[src/rtl/hazard_pkg.sv]
// rtl/hazard_pkg.sv - shared state, forward-select and timeout constants for hazard_ctrl
package hazard_pkg;

    // Controller states (plain constants so older tools and dumps see raw codes)
    typedef logic [1:0] state_t;
    localparam state_t ST_RUN      = 2'd0;
    localparam state_t ST_MEM_WAIT = 2'd1;
    localparam state_t ST_MDU_WAIT = 2'd2;

    // Operand forward-select encodings
    localparam logic [1:0] FWD_RF = 2'b00;
    localparam logic [1:0] FWD_W  = 2'b01;
    localparam logic [1:0] FWD_M  = 2'b10;

    // Default number of wait cycles before a stuck wait is forcibly released
    localparam int DEFAULT_TIMEOUT = 256;

endpackage

[src/rtl/fwd_unit.sv]
// rtl/fwd_unit.sv - per-operand forwarding source select, M stage beats W stage
module fwd_unit
    import hazard_pkg::*;
(
    input  logic [4:0] rs_i,
    input  logic [4:0] rd_m_i,
    input  logic [4:0] rd_w_i,
    input  logic       regwrite_m_i,
    input  logic       regwrite_w_i,
    output logic [1:0] fwd_sel_o
);

    // Youngest producer wins; x0 is never forwarded since it is hardwired zero
    always_comb begin
        fwd_sel_o = FWD_RF;
        if (regwrite_m_i && (rd_m_i != 5'd0) && (rd_m_i == rs_i)) begin
            fwd_sel_o = FWD_M;
        end else if (regwrite_w_i && (rd_w_i != 5'd0) && (rd_w_i == rs_i)) begin
            fwd_sel_o = FWD_W;
        end
    end

endmodule

[src/rtl/hazard_ctrl.sv]
// rtl/hazard_ctrl.sv - pipeline hazard controller: forwarding, stalls, flushes, wait timeout
module hazard_ctrl
    import hazard_pkg::*;
#(
    parameter int TIMEOUT_CYCLES = DEFAULT_TIMEOUT
) (
    input  logic        clk,
    input  logic        rst_n,
    input  logic [4:0]  rs1_d,
    input  logic [4:0]  rs2_d,
    input  logic [4:0]  rs1_e,
    input  logic [4:0]  rs2_e,
    input  logic [4:0]  rd_e,
    input  logic [4:0]  rd_m,
    input  logic [4:0]  rd_w,
    input  logic        regwrite_m,
    input  logic        regwrite_w,
    input  logic        load_e,
    input  logic        pcsrc_e,
    input  logic        mem_req_m,
    input  logic        mem_ready_m,
    input  logic        mdu_start_e,
    input  logic        mdu_done,
    output logic        pc_en,
    output logic        fd_en,
    output logic        de_en,
    output logic        em_en,
    output logic        fd_clr,
    output logic        de_clr,
    output logic        em_clr,
    output logic        mw_clr,
    output logic [1:0]  fwd_a_e,
    output logic [1:0]  fwd_b_e,
    output logic        err_timeout,
    output logic [31:0] stall_cycles
);

    localparam int CW = (TIMEOUT_CYCLES < 2) ? 1 : $clog2(TIMEOUT_CYCLES + 1);
    localparam logic [CW-1:0] CNT_LAST = CW'(TIMEOUT_CYCLES - 1);

    state_t        state_q, state_d;
    logic [CW-1:0] cnt_q, cnt_d;
    logic          err_q, err_d;
    logic [31:0]   stall_q, stall_d;

    logic mem_stall;
    logic load_use;
    logic tmo;
    logic run_active;
    logic mask_mem;
    logic mask_mdu;

    fwd_unit u_fwd_a (
        .rs_i         (rs1_e),
        .rd_m_i       (rd_m),
        .rd_w_i       (rd_w),
        .regwrite_m_i (regwrite_m),
        .regwrite_w_i (regwrite_w),
        .fwd_sel_o    (fwd_a_e)
    );

    fwd_unit u_fwd_b (
        .rs_i         (rs2_e),
        .rd_m_i       (rd_m),
        .rd_w_i       (rd_w),
        .regwrite_m_i (regwrite_m),
        .regwrite_w_i (regwrite_w),
        .fwd_sel_o    (fwd_b_e)
    );

    assign mem_stall = mem_req_m && !mem_ready_m;
    assign load_use  = load_e && (rd_e != 5'd0) && ((rd_e == rs1_d) || (rd_e == rs2_d));
    assign tmo       = (cnt_q == CNT_LAST);

    // Stage control and next state; a release cycle reuses the RUN rules but
    // masks the condition that caused the wait so it cannot immediately re-arm
    always_comb begin
        pc_en      = 1'b1;
        fd_en      = 1'b1;
        de_en      = 1'b1;
        em_en      = 1'b1;
        fd_clr     = 1'b0;
        de_clr     = 1'b0;
        em_clr     = 1'b0;
        mw_clr     = 1'b0;
        state_d    = state_q;
        cnt_d      = cnt_q;
        err_d      = err_q;
        run_active = 1'b0;
        mask_mem   = 1'b0;
        mask_mdu   = 1'b0;

        case (state_q)
            ST_MEM_WAIT: begin
                if (mem_ready_m || tmo) begin
                    run_active = 1'b1;
                    mask_mem   = 1'b1;
                    if (!mem_ready_m) begin
                        err_d = 1'b1;
                    end
                end else begin
                    pc_en  = 1'b0;
                    fd_en  = 1'b0;
                    de_en  = 1'b0;
                    em_en  = 1'b0;
                    mw_clr = 1'b1;
                    cnt_d  = cnt_q + CW'(1);
                end
            end
            ST_MDU_WAIT: begin
                if (mdu_done || tmo) begin
                    run_active = 1'b1;
                    mask_mdu   = 1'b1;
                    if (!mdu_done) begin
                        err_d = 1'b1;
                    end
                end else begin
                    pc_en  = 1'b0;
                    fd_en  = 1'b0;
                    de_en  = 1'b0;
                    em_clr = 1'b1;
                    cnt_d  = cnt_q + CW'(1);
                end
            end
            default: begin
                run_active = 1'b1;
            end
        endcase

        if (run_active) begin
            state_d = ST_RUN;
            if (mem_stall && !mask_mem) begin
                pc_en   = 1'b0;
                fd_en   = 1'b0;
                de_en   = 1'b0;
                em_en   = 1'b0;
                mw_clr  = 1'b1;
                state_d = ST_MEM_WAIT;
                cnt_d   = '0;
            end else if (mdu_start_e && !mask_mdu) begin
                pc_en   = 1'b0;
                fd_en   = 1'b0;
                de_en   = 1'b0;
                em_clr  = 1'b1;
                state_d = ST_MDU_WAIT;
                cnt_d   = '0;
            end else if (pcsrc_e) begin
                fd_clr = 1'b1;
                de_clr = 1'b1;
            end else if (load_use) begin
                pc_en  = 1'b0;
                fd_en  = 1'b0;
                de_clr = 1'b1;
            end
        end
    end

    // Saturating stall-cycle counter, advancing whenever fetch is held
    always_comb begin
        stall_d = stall_q;
        if (!pc_en && (stall_q != 32'hFFFF_FFFF)) begin
            stall_d = stall_q + 32'd1;
        end
    end

    // State, wait counter, sticky timeout flag and stall count registers
    always_ff @(posedge clk or negedge rst_n) begin
        if (!rst_n) begin
            state_q <= ST_RUN;
            cnt_q   <= '0;
            err_q   <= 1'b0;
            stall_q <= 32'd0;
        end else begin
            state_q <= state_d;
            cnt_q   <= cnt_d;
            err_q   <= err_d;
            stall_q <= stall_d;
        end
    end

    assign err_timeout  = err_q;
    assign stall_cycles = stall_q;

endmodule

[config.mk]
export PLATFORM = sky130hd
export DESIGN_NAME = hazard_ctrl
export DESIGN_NICKNAME = d
export VERILOG_FILES = /design/src/rtl/hazard_pkg.sv /design/src/rtl/fwd_unit.sv /design/src/rtl/hazard_ctrl.sv
export SDC_FILE = /design/constraint.sdc
export NUM_CORES = 1
export LEC_CHECK = 0
export ABC_AREA = 1
export ABC_CLOCK_PERIOD_IN_PS = 5900
export BUFFER_PORTS_ARGS = -buffer_cell sky130_fd_sc_hd__buf_2
export CAP_MARGIN = 20
export CORE_MARGIN = 2
export CORE_UTILIZATION = 38
export DETAILED_ROUTE_END_ITERATION = 16
export GPL_TIMING_DRIVEN = 0
export PLACE_DENSITY = 0.66
export SYNTH_ARGS = -nofsm -noshare
export SYNTH_HDL_FRONTEND = slang
export SYNTH_HIERARCHICAL = 1
export SYNTH_SLANG_ARGS = --single-unit
[constraint.sdc]
create_clock -name clk -period 5.9 [get_ports clk]
set_clock_uncertainty 0.15 [all_clocks]
set_input_delay 0.59 -clock clk [delete_from_list [all_inputs] [get_ports clk]]
set_output_delay 0.59 -clock clk [all_outputs]
set_load 0.02 [all_outputs]
# After elaboration in Yosys (flattened, before gate mapping)
# Index checks and enable logic that the tools add are counted.
word_totals:
  inputBits: 45
  ff_bits: 44
  out_inout_bits: 45
  word_cells: 95
classes:
  n_reduce_logical: 24
  mux: 51
  n_eq_ne: 14
  addsub: 2
op_table:
  columns: ["op", "count"]
  rows:
  - ["2-to-1 mux 9 bit", 5]
  - ["2-to-1 mux 1 bit", 39]
  - ["adder 32 x 1 -> 32 bit (second input constant)", 1]
  - ["inequality test 32 bit (second input constant)", 1]
  - ["equality test 5 bit", 6]
  - ["one-hot mux 9 bit (2 select lines)", 1]
  - ["nonzero test 5 bit", 3]
  - ["logical AND 1 bit", 12]
  - ["adder 9 x 1 -> 9 bit (second input constant)", 1]
  - ["equality test 9 x 8 -> 1 bit (second input constant)", 1]
  - ["2-to-1 mux 2 bit", 4]
  - ["inequality test 2 bit (second input constant)", 4]
  - ["AND reduction 5 bit", 1]
  - ["logical NOT 1 bit", 4]
  - ["one-hot mux 1 bit (2 select lines)", 2]
  - ["logical OR 1 bit", 3]
  - ["equality test 2 x 1 -> 1 bit (second input constant)", 1]
  - ["equality test 2 bit (second input constant)", 1]
  - ["nonzero test 2 bit", 1]

# Longest topological paths before layout
depth:
  depth_word: 11
  ltp_mapped: 17

# Hierarchy
# The synthesis kept the hierarchy.
by_module_without_submodules:
  columns: ["module", "n_inst", "cells_each", "seq_area_each_um2", "area_each_um2"]
  rows:
  - ["hazard_ctrl", 1, 494, 1101.1, 3328.2]
  - ["fwd_unit", 2, 50, 0.0, 214.0]

# Worst setup path before layout
# Ideal clock, no wire load.
synth_timing:
  path_type: "register to output"
  start: "register cnt_q[0]"
  end: "output pc_en"
  arrival_ns: 2.447
  path_buffers: 2
  path_stages_with_launch: 17
  path_slack_ns: 2.713
  t_required_ns: 5.160
  path_cell_list: "dfrtp_1 > ha_1 > nand2_1 > nor2_1 > nand3_1 > nor3_1 > ha_1 > nor2_1 > nor2_2 > inv_2 > nand3_2 > nand2_2 > nor2_8 > nand2_4 > buf_2 > nand2_1 > buf_4"
synth_between:
  elab_chain_cells: 9
synth_rtl:
  columns: ["item", "line", "source"]
  rows:
  - ["start: declaration", "hazard_ctrl.sv:42", "logic [CW-1:0] cnt_q, cnt_d;"]
  - ["start signal: assignment", "hazard_ctrl.sv:175", "cnt_q <= cnt_d;"]
  - ["equality test 9 x 8 -> 1 bit *", "hazard_ctrl.sv:73", "assign tmo = (cnt_q == CNT_LAST);"]
  - ["logical OR 1 bit", "hazard_ctrl.sv:111", "if (mdu_done || tmo) begin"]
  - ["2-to-1 mux 1 bit", null, null]
  - ["2-to-1 mux 1 bit", "hazard_ctrl.sv:93", "case (state_q)"]
  - ["logical NOT 1 bit", "hazard_ctrl.sv:140", "end else if (mdu_start_e && !mask_mdu) begin"]
  - ["logical AND 1 bit", "hazard_ctrl.sv:140", null]
  - ["2-to-1 mux 1 bit (2 in a row)", null, null]
  - ["2-to-1 mux 1 bit *", null, null]
  - ["end: declaration", "hazard_ctrl.sv:24", "output logic pc_en,"]
# Mark *: on every way between the ends. The rest lies on a longest branch, timed or not.

# Worst setup path in the final report
layout_timing:
  start: "register cnt_q[0]"
  end: "output pc_en"
layout_between:
  elab_chain_cells: 9
layout_rtl:
  columns: ["item", "line", "source"]
  rows:
  - ["equality test 9 x 8 -> 1 bit *", "hazard_ctrl.sv:73", null]
  - ["logical OR 1 bit", "hazard_ctrl.sv:111", null]
  - ["2-to-1 mux 1 bit", "hazard_ctrl.sv:111", null]
  - ["2-to-1 mux 1 bit", "hazard_ctrl.sv:93", null]
  - ["logical NOT 1 bit", "hazard_ctrl.sv:140", null]
  - ["logical AND 1 bit", "hazard_ctrl.sv:140", null]
  - ["2-to-1 mux 1 bit", "hazard_ctrl.sv:140", null]
  - ["2-to-1 mux 1 bit", "hazard_ctrl.sv:132", "if (mem_stall && !mask_mem) begin"]
  - ["2-to-1 mux 1 bit *", "hazard_ctrl.sv:130", "if (run_active) begin"]
# Marked as above.

==> impl_metrics.py <==
metrics = {
    "status": {
        "status": "completed",
    },
    "global_route": {
        "grt_overflow": 0,
        "grt_max_degree": 45,
        "track_usage": 0.204,
        "grt_pass1_vias": 3849,
        "antenna_found_initial": 0,
        "grt_first_pass_wirelength_um": 17500,
    },
    "routing": {
        "viasPerCell": 4.90,
        "final_antenna_net_count": 0,
        "dr.max_layer_used": "met4",
        "routed_wl_um": 10500,
        "wire_per_inst_um": 12.7,
        "drtIter0Drc": 201,
        "wl_met3_um": 542,
        "num_vias": 4040,
        "wirelength_met1_um": 4830,
        "met2_wirelength_um": 4940,
        "first_pass_iters": 5,
        "drc_errors": 0,
    },
    "setup_path": {
        "arrival_ps": 3060,
        "reg2reg_depth": 16,
        "crit_type": "reg2out",
        "reg2reg_slack_ps": 3070,
        "end_kind": "primary output",
        "worstPathRequired_ps": 5160,
        "path_max_fanout": 10,
        "r2r_start": "cnt_q[0]",
        "reg2reg_to": "stall_cycles[17]",
        "cp-start-kind": "register",
    },
    "sta": {
        "setup_tns_ps": 0,
        "fmax_mhz": 263,
        "setup_viol": 0,
        "hold_viol": 0,
        "slew_headroom": 0.619,
        "worstMarginPinSlew_ps": 571,
        "fin_crit_sh": 0.644,
        "grt_setup_unrepaired": "no",
        "drv_slew": 0,
        "min_period_ps": 3800,
    },
    "cts": {
        "cts_root_buf": "clkbuf_8",
        "cts_buffers": 5,
        "worstSkewPairLatency_ps": 300,
        "clk_pin_slew_worst_paths_ps": 80,
        "post_cts_resized": 0,
        "cts_max_level": 2,
        "cts_tree": "built",
        "clk_path_buf_depth": 2,
        "clock_sinks": 44,
        "postCtsSetupBuffers": 0,
        "postCtsHoldBufs": 0,
    },
    "run": {
        "max-cap-violations": 0,
    },
    "pwr": {
        "total_power_mw": 1.22,
        "ir_worst_vdd_mv": 0.155,
        "leakagePower_nw": 2.44,
        "powerDensity_mw_per_mm2": 270,
    },
    "placed_design": {
        "hpwl_um": 8370,
        "gp_congestion": 0.947,
        "numPortBuffers": 89,
    },
    "floorplanning": {
        "core_area_mm2": 0.00968,
        "start_util": 0.388,
        "rows": 36,
        "dieWidth_um": 103,
        "io_pins": 90,
        "die_h_um": 103,
        "die_area_mm2": 0.0107,
    },
    "synth": {
        "synth_area_per_cell_um2": 6.32,
        "synth_area_mm2": 0.00376,
        "synthDistinctLibCells": 35,
        "yosys_warnings": 6,
        "ys_seq_area_frac": 0.293,
        "synth_nets": 644,
        "ys_ff_latch": 44,
        "synth_cells": 594,
    },
    "layout": {
        "drive_above_1_share": 0.212,
        "area_growth_pct": 19.9,
        "mostFrequentLayoutCell": "nand2_1",
        "diodes": 0,
        "layout_common_cells": "235 x nand2_1, 98 x buf_2, 75 x nor2_1",
        "fin_nets": 741,
    },
    "hold_path": {
        "hold_path_class": "in2async",
    },
}
==> per-stage QoR <==
stage / hold WS [ps] / worst slack, ps / util / std cells / instance area (um^2)
2_1_floorplan: 144 / 2710 / - / 594 / 3760
3_3_place_gp: 291 / 2500 / 0.451 / 816 / 4370
3_5_place_dp: 297 / 2410 / 0.451 / 816 / 4370
4_1_cts: 316 / 2070 / 0.462 / 824 / 4480
5_1_grt: 157 / 1770 / 0.465 / 825 / 4500
6_report: 122 / 2100 / 0.465 / 825 / 4500
==> cells in the mapped netlist (all sizes together) <==
| cell type | instances | share of area |
|---|---|---|
| a211o | 1 | 0.0023 |
| a211oi | 1 | 0.0020 |
| a21boi | 2 | 0.0040 |
| a21o | 1 | 0.0020 |
| a21oi | 9 | 0.012 |
| a31oi | 2 | 0.0033 |
| a32o | 1 | 0.0027 |
| buf | 13 | 0.024 |
| dfrtp | 44 | 0.29 |
| ha | 5 | 0.017 |
| inv | 68 | 0.069 |
| nand2 | 250 | 0.26 |
| nand3 | 21 | 0.044 |
| nand3b | 14 | 0.028 |
| nand4 | 36 | 0.060 |
| nor2 | 84 | 0.098 |
| nor3 | 3 | 0.0040 |
| o21ai | 17 | 0.024 |
| o22ai | 2 | 0.0033 |
| o31ai | 1 | 0.0020 |
| xnor2 | 6 | 0.014 |
| xor2 | 13 | 0.030 |
==> flip-flops by register name, indices dropped and copies added (netlist names) <==
signal / cells
state_q: 2
stall_cycles: 32
err_timeout: 1
cnt_q: 9
==> per-layer routing <==
| metal | global-route usage | vias to the layer above |
|---|---|---|
| li1 | - | 2075 |
| met1 | 0.271 | 1858 |
| met2 | 0.349 | 91 |
| met3 | 0.0255 | 16 |
| met4 | 0.0587 | 0 |
| met5 | 0 | - |
==> final cells by class <==
type | count | area, um^2
Multi-Input combinational cell | 469 | 2310
Buffer | 13 | 90.1
Clock buffer | 6 | 72.6
Inverter | 68 | 258
Timing Repair Buffer | 90 | 473
Tap cell | 133 | 166
Fill cell | 1037 | 5180
Clock inverter | 2 | 35.0
Sequential cell | 44 | 1100
==> worst max-delay path, stage by stage (launching register included) <==
cell	delay, ps
dfrtp_1	400
ha_1	180
nand2_1	90
nor2_1	180
nand3_1	150
nor3_1	180
ha_1	270
nor2_1	90
nor2_2	100
inv_2	60
nand3_4	110
inv_4	100
nor2_8	150
nand2_4	120
buf_2	210
nand2_1	90
buf_4	100
buf_2	160
==> cells by family (layout without fill, tap and decap cells) <==
kind of cell             Yosys count  in the layout  synth area share
AO/OA/AOI/OAI                     37             37            0.0573
XOR/XNOR                          19             19            0.0443
adder cells (fa/ha/maj)            5              5            0.0167
buffers and inverters             81            179            0.0926
flip-flops                        44             44             0.293
AND/OR/NAND/NOR                  408            408             0.496
==> worst max-delay path by stage <==
| stage | start | end | slack (ps) | cells past startpoint |
|---|---|---|---|---|
| 2_1_floorplan | cnt_q[0] | pc_en | 2710 | 16 |
| 3_3_place_gp | cnt_q[0] | pc_en | 2500 | 17 |
| 3_5_place_dp | cnt_q[0] | pc_en | 2410 | 17 |
| 4_1_cts | cnt_q[0] | pc_en | 2070 | 17 |
| 5_1_grt | cnt_q[0] | pc_en | 1770 | 17 |
| 6_report | cnt_q[0] | pc_en | 2100 | 17 |
==> where the power goes <==
group,switching [mW],leakage [nW],internal (mW)
clock network,0.105,0.0552,0.126
logic,0.413,1.78,0.199
registers,0.0420,0.600,0.330
total,0.560,2.44,0.655
Note: power is estimated with default switching activity, not from simulation.
